File: src/rtl/pwm_decode.sv
// pwm_decode: recovers the brightness code from a 2^WIDTH-clock PWM waveform, with a timeout for constant inputs
module pwm_decode #(
  parameter int WIDTH   = 8,
  parameter int TOL     = 2,
  parameter int TIMEOUT = 2 * (2 ** WIDTH)
) (
  input  logic             clk,
  input  logic             reset_n,
  input  logic             pwm_in,
  output logic [WIDTH-1:0] bright,
  output logic             valid,
  output logic             locked,
  output logic             err
);
  localparam int CW     = WIDTH + 2;
  localparam int PERIOD = 2 ** WIDTH;
  localparam logic [CW-1:0] P_LO  = CW'(PERIOD - TOL);
  localparam logic [CW-1:0] P_HI  = CW'(PERIOD + TOL);
  localparam logic [CW-1:0] T_OUT = CW'(TIMEOUT);
  localparam logic [CW-1:0] B_MAX = CW'(PERIOD - 1);
  typedef enum logic {HUNT, TRACK} state_t;
  state_t state, state_nx;
  logic meta, s, s_d, rise, in_tol;
  logic [CW-1:0] period_cnt, high_cnt, period_nx, high_nx;
  logic [WIDTH-1:0] bright_nx;
  logic valid_nx, err_nx, locked_nx;
  assign rise   = s & ~s_d;
  assign in_tol = period_cnt >= P_LO && period_cnt <= P_HI;
  always_comb begin
    state_nx  = state;
    bright_nx = bright;
    valid_nx  = 1'b0;
    err_nx    = 1'b0;
    locked_nx = locked;
    period_nx = &period_cnt ? period_cnt : period_cnt + CW'(1);
    high_nx   = &high_cnt ? high_cnt : high_cnt + CW'(s);
    if (rise) begin
      period_nx = CW'(1);
      high_nx   = CW'(1);
      state_nx  = TRACK;
      if (state == TRACK) begin
        bright_nx = in_tol ? (high_cnt > B_MAX ? '1 : high_cnt[WIDTH-1:0]) : bright;
        valid_nx  = in_tol;
        err_nx    = ~in_tol;
        locked_nx = in_tol;
      end
    end else if (period_cnt == T_OUT) begin
      // constant input: report 0% or 100% and re-arm for the next timeout
      bright_nx = {WIDTH{s}};
      valid_nx  = 1'b1;
      locked_nx = 1'b0;
      state_nx  = HUNT;
      period_nx = '0;
    end
  end
  always_ff @(posedge clk) begin
    if (!reset_n) begin
      {meta, s, s_d} <= '0;
      period_cnt     <= '0;
      high_cnt       <= '0;
      state          <= HUNT;
      bright         <= '0;
      valid          <= 1'b0;
      err            <= 1'b0;
      locked         <= 1'b0;
    end else begin
      meta       <= pwm_in;
      s          <= meta;
      s_d        <= s;
      period_cnt <= period_nx;
      high_cnt   <= high_nx;
      state      <= state_nx;
      bright     <= bright_nx;
      valid      <= valid_nx;
      err        <= err_nx;
      locked     <= locked_nx;
    end
  end
endmodule

File: config.mk
export PLATFORM = sky130hd
export DESIGN_NAME = pwm_decode
export DESIGN_NICKNAME = d
export VERILOG_FILES = /design/src/rtl/pwm_decode.sv
export SDC_FILE = /design/constraint.sdc
export NUM_CORES = 1
export LEC_CHECK = 0
export BUFFER_PORTS_ARGS = -buffer_cell sky130_fd_sc_hd__buf_2
export CAP_MARGIN = 20
export CELL_PAD_IN_SITES_DETAIL_PLACEMENT = 0
export CELL_PAD_IN_SITES_GLOBAL_PLACEMENT = 2
export CORE_MARGIN = 2
export CORE_UTILIZATION = 38
export DETAILED_ROUTE_END_ITERATION = 16
export PLACE_DENSITY = 0.91
export SYNTH_ARGS = -nofsm -noshare
export SYNTH_HDL_FRONTEND = slang
export SYNTH_SLANG_ARGS = --single-unit
File: constraint.sdc
create_clock -name clk -period 3.5 [get_ports clk]
set_clock_uncertainty 0.1 [all_clocks]
set_input_delay 0.35 -clock clk [delete_from_list [all_inputs] [get_ports clk]]
set_output_delay 0.35 -clock clk [all_outputs]
set_load 0.02 [all_outputs]
# After elaboration in Yosys (flattened, before gate mapping)
# Cells that the tools add are included.
[totals]
reg_bits = 35
latchBits = 0
ram_bits = 0
rom_bits = 0
in_bits = 3
word_cells = 52
mem_count = 0
[classes]
n_addsub = 2
n_mul = 0
div = 0
n_lt_le_gt_ge = 3
eq_ne = 5
shift = 0
mux = 17
bitwise_logic = 4
n_reduce_logical = 9
[ops]
columns = ["cell", "count"]
rows = [
  ["8-bit two-way mux", 5],
  ["10-bit AND reduction", 2],
  ["1-bit two-way mux", 12],
  ["10-bit by 1-bit adder with 10-bit output", 1],
  ["10-bit by 1-bit adder with 10-bit output, second input constant", 1],
  ["10-bit equality test, second input constant", 1],
  ["10-bit by 8-bit >= comparator with 1-bit output, second input constant", 1],
  ["10-bit by 8-bit > comparator with 1-bit output, second input constant", 1],
  ["10-bit by 9-bit <= comparator with 1-bit output, second input constant", 1],
  ["3-bit AND reduction", 2],
  ["2-bit inequality test, second input constant", 2],
  ["3-bit by 2-bit inequality test with 1-bit output, second input constant", 1],
  ["1-bit NOT", 3],
  ["3-bit OR reduction", 1],
  ["2-bit by 1-bit inequality test with 1-bit output, second input constant", 1],
  ["2-bit AND reduction", 1],
  ["2-bit nonzero test", 1],
  ["2-bit OR reduction", 1],
  ["1-bit AND", 1],
  ["1-bit logical AND", 1],
]

# Depth between registers and ports, before layout
[logic_depth]
word_depth = 5
mapped_depth = 7

# Worst setup path after synthesis
# OpenSTA, ideal clock, no wires.
[synth_path]
kind = "reg2reg"
from = "register period_cnt[2]"
to = "register period_cnt[0]"
setup_time_ps = 117
arrival_ps = 1656
required_ps = 3283
setup_slack_ps = 1627
stages_incl_launch_ff = 5
period_less_slack_ps = 1873
path_cell_list = "dfxtp_1 or4_4 or4_4 nor2_2 and4b_1"
[synth_via]
elab_chain_cells = 3
word_cells_on_any_way = 5
cone_classes = "eq/ne: 2; mux: 2; reduce/logical: 1"
[synth_rtl]
columns = ["element", "line_no", "text"]
rows = [
  ["start, declared", "24", "logic [CW-1:0] period_cnt, high_cnt, period_nx, high_nx;"],
  ["start signal, assigned", "70", "period_cnt <= period_nx;"],
  ["10-bit equality test", "47", "end else if (period_cnt == T_OUT) begin"],
  ["1-bit two-way mux", "47", ""],
  ["1-bit two-way mux", "37", "if (rise) begin"],
]
# Several ways; a longest one is shown, not always the timed one.
# A chain may end at the register's enable or synchronous reset.

# Worst setup path after layout
[layout_path]
from = "register s"
to = "register bright[4]"
[layout_via]
elab_chain_cells = 3
word_cells_on_any_way = 7
cone_classes = "eq/ne: 2; mux: 2; bitwise: 1; reduce/logical: 2"
[layout_rtl]
columns = ["element", "line_no", "text"]
rows = [
  ["start, declared", "23", "logic meta, s, s_d, rise, in_tol;"],
  ["start signal, assigned", "68", "s <= meta;"],
  ["1-bit AND", "27", "assign rise = s & ~s_d;"],
  ["2-bit by 1-bit inequality test with 1-bit output (no line), or another cell as far along", "n/a", ""],
  ["3-bit AND reduction (no line)", "n/a", ""],
  ["end signal, assigned", "73", "bright <= bright_nx;"],
  ["end, declared", "10", "output logic [WIDTH-1:0] bright,"],
]
# Several ways; a longest one is shown, not always the timed one. The select of a mux whose other input is x is not followed.

==> summary.txt <==
Synth
  • Synth Register Bits: 35
  • Syn nets: 197
  • Warnings from Yosys: 0
  • Syn_area_per_cell: 8.75 µm²
  • Number of synthesized flops with an enable pin: 0
  • Cell Area, Synth: 0.00165 mm²
  • Asr flop ratio synth: 0%
  • Cell variety after synth: 40
  • Mapped Cells: 189
  • Ys flop type: dfxtp_1
  • Sequential element share of the synthesized area: 42.4%

Hold path
  • Hold Path End: meta
  • Hold Crit Class: input pin to register
  • Hold-critical path depth: 2
  • Hold path start: pwm_in

Final layout
  • Nets: 211
  • Commonest non-fill, non-tap cell in the layout: dfxtp_1
  • Antenna diode instance count: 0
  • Most frequent cells in the layout: dfxtp_1, nand2_1, nor2_1, mux2i_1, buf_2
  • Fillers: 422
  • Fraction of layout cells with a size suffix above 1: 13.2%
  • Layout Area Growth over Synthesis: 11.7%

Run status
  • Outcome: finished, final reports clean

Routing
  • Via-per-instance ratio: 5.40
  • DR WL/cell: 12.7 µm
  • Pre-Repair DR Iteration Count: 4
  • Routed Antenna Nets: 0
  • Post-detailed-routing wire length: 3.23 mm
  • DRC violations left: 0
  • Initial DRC Count: 130
  • Via count: 1,372

Worst setup path
  • Flop2flop setup slack: 1.17 ns
  • Critical-path cell list: nor2b_1 > o32ai_1 > a22oi_1 > mux2i_1
  • CP startpoint kind: register
  • Slowest stage delay, CP: 0.89 ns
  • Critical path fanouts, max: 9
  • Worst reg-to-reg path cell count: 4
  • Worst Path Buf+Inv: 0
  • Crit path max-delay family: compound AO/OA/AOI/OAI gates
  • Reg2reg start: s
  • Type of the worst setup path: register to register
  • Crit-path slowest cell: a22oi_1
  • Req. time, crit path: 3.61 ns
  • Critical Path AT: 2.44 ns
  • Worst reg2reg path endpoint: bright[4]
  • Worst setup EP type: register

Clock tree
  • Clk buf depth: 2
  • Number of buffers created by CTS: 5
  • Post-CTS Setup Repair Bufs: 0
  • Clock slew at reported path FFs: 0.08 ns
  • Root cell of the clock tree: clkbuf_8
  • Hold_buf cts: 0
  • Sink Count: 35
  • H-tree depth: 2
  • Post-CTS sizing: 0
  • CTS tree: built
  • Clock Latency Late Sink: 0.28 ns

Placed design
  • Setup WS pre-CTS: 1.17 ns
  • Hpwl dp: 2.39 mm
  • Buffers on Ports: 13
  • Routability Congestion: 0.797

Global route
  • Total congestion overflow: 0
  • Vias in the first global route: 1,246
  • Initial antenna violation count: 0
  • Largest net degree at the start of global routing: 20
  • Wire length of the first global-routing pass: 5.80 mm
  • GRT Util Overall: 14.4%

Pwr
  • Leak: 0.715 nW
  • PD cells: 395 mW/mm²
  • Worst vdd ir: 0.000143 V

Timing
  • Tmin final: 2.33 ns
  • Relative slew slack: 26.7%
  • Period utilization: 66.6%
  • Worst Tran Pin Value: 1.10 ns
  • Fin Setup TNS: 0 ns
  • Final setup vio count: 0
  • PnR worst setup slack: 1.17 ns
  • Fin. Hold Viols: 0
  • RSZ-0062 raised after global routing: false
  • Final Max Tran Viols: 0
  • Fmax: 429 MHz

Die
  • DIE AREA: 0.00489 mm²
  • Die height: 70.0 µm
  • Initial Util: 40.4%
  • Core area: 0.00409 mm²
  • DIE WIDTH: 70.0 µm
  • I/O pin cnt: 14
  • Rows: 23

Flow run
  • Max Cap Viol: 0
## Yosys cell counts (all sizes together) (2+ instances only)
library cell	n	share of area (%)
a21oi	5	1.5
a22oi	2	0.91
a31oi	2	0.76
and2	4	1.5
and3	3	1.2
and4	2	1.1
buf	2	0.53
clkbuf	4	0.91
dfxtp	35	42
ha	5	3.8
inv	3	0.68
mux2i	14	8.5
nand2	19	4.3
nand2b	3	1.1
nand3	13	4.2
nand3b	2	0.91
nand4	3	1.1
nor2	20	4.7
nor2b	4	1.5
nor3	9	2.7
o21ai	9	2.7
o31ai	5	2.3
or3	3	1.1
or4	3	1.8
xnor2	3	1.6
xor2	4	2.1
## worst max-delay path by stage
stage	startpoint	endpoint	slack, ns	cells after the start
after detailed placement	s	bright[4]	1.17	4
after global placement	s	bright[5]	1.28	4
final	s	bright[4]	1.17	4
after global routing	s	bright[1]	0.92	4
after CTS	s	bright[4]	1.14	4
after floorplan	period_cnt[2]	period_cnt[0]	1.63	4
## stage by stage
stage               std cells  cell area, µm²  hold WS [ns]  power [mW]  utilization, %
floorplan                 189            1650         0.312       0.445               -
CTS                       254            1850         0.189       0.738            45.2
finish                    254            1850         0.193       0.729            45.2
detailed placement        246            1760         0.324       0.454            43.0
global route              254            1850         0.215       0.765            45.2
global placement          246            1760         0.344       0.453            43.0
## cells by family (layout without fill, tap and decap cells)
| group | after synthesis | after routing | share of synthesized area [%] |
|---|---|---|---|
| simple gates | 90 | 90 | 28.5 |
| flops | 35 | 35 | 42.4 |
| compound gates | 29 | 29 | 11.1 |
| mux | 14 | 14 | 8.48 |
| buf+inv | 9 | 24 | 2.12 |
| xor+xnor | 7 | 7 | 3.71 |
| fa+ha+maj | 5 | 5 | 3.79 |
## where the power goes
| part | internal (mW) | switching, mW |
|---|---|---|
| clock | 0.138 | 0.145 |
| combinational | 0.0124 | 0.0202 |
| sequential | 0.404 | 0.00855 |
## per-layer routing
metal  track usage, %  part of all wire [%]
met1             20.7                    53
met2             20.8                    42
met3             3.46                   4.4
met4             5.13                   1.1
met5                0                     0
## layout make-up
type	instances	area [µm²]	area share [%]
Sequential cell	35	701	38.0
Timing Repair Buffer	13	65.1	3.53
Clock inverter	3	20.0	1.08
Multi-Input combinational cell	145	917	49.7
Inverter	3	11.3	0.610
Clock buffer	5	68.8	3.73
Tap cell	50	62.6	3.39
## state kept, by name, summed over array words and instances (netlist names)
name and cells:
s 1, s_d 1, bright 8, locked 1, err 1, meta 1, state 1, valid 1
period_cnt 10, high_cnt 10
No activity file was read; power rests on OpenSTA's default activity.
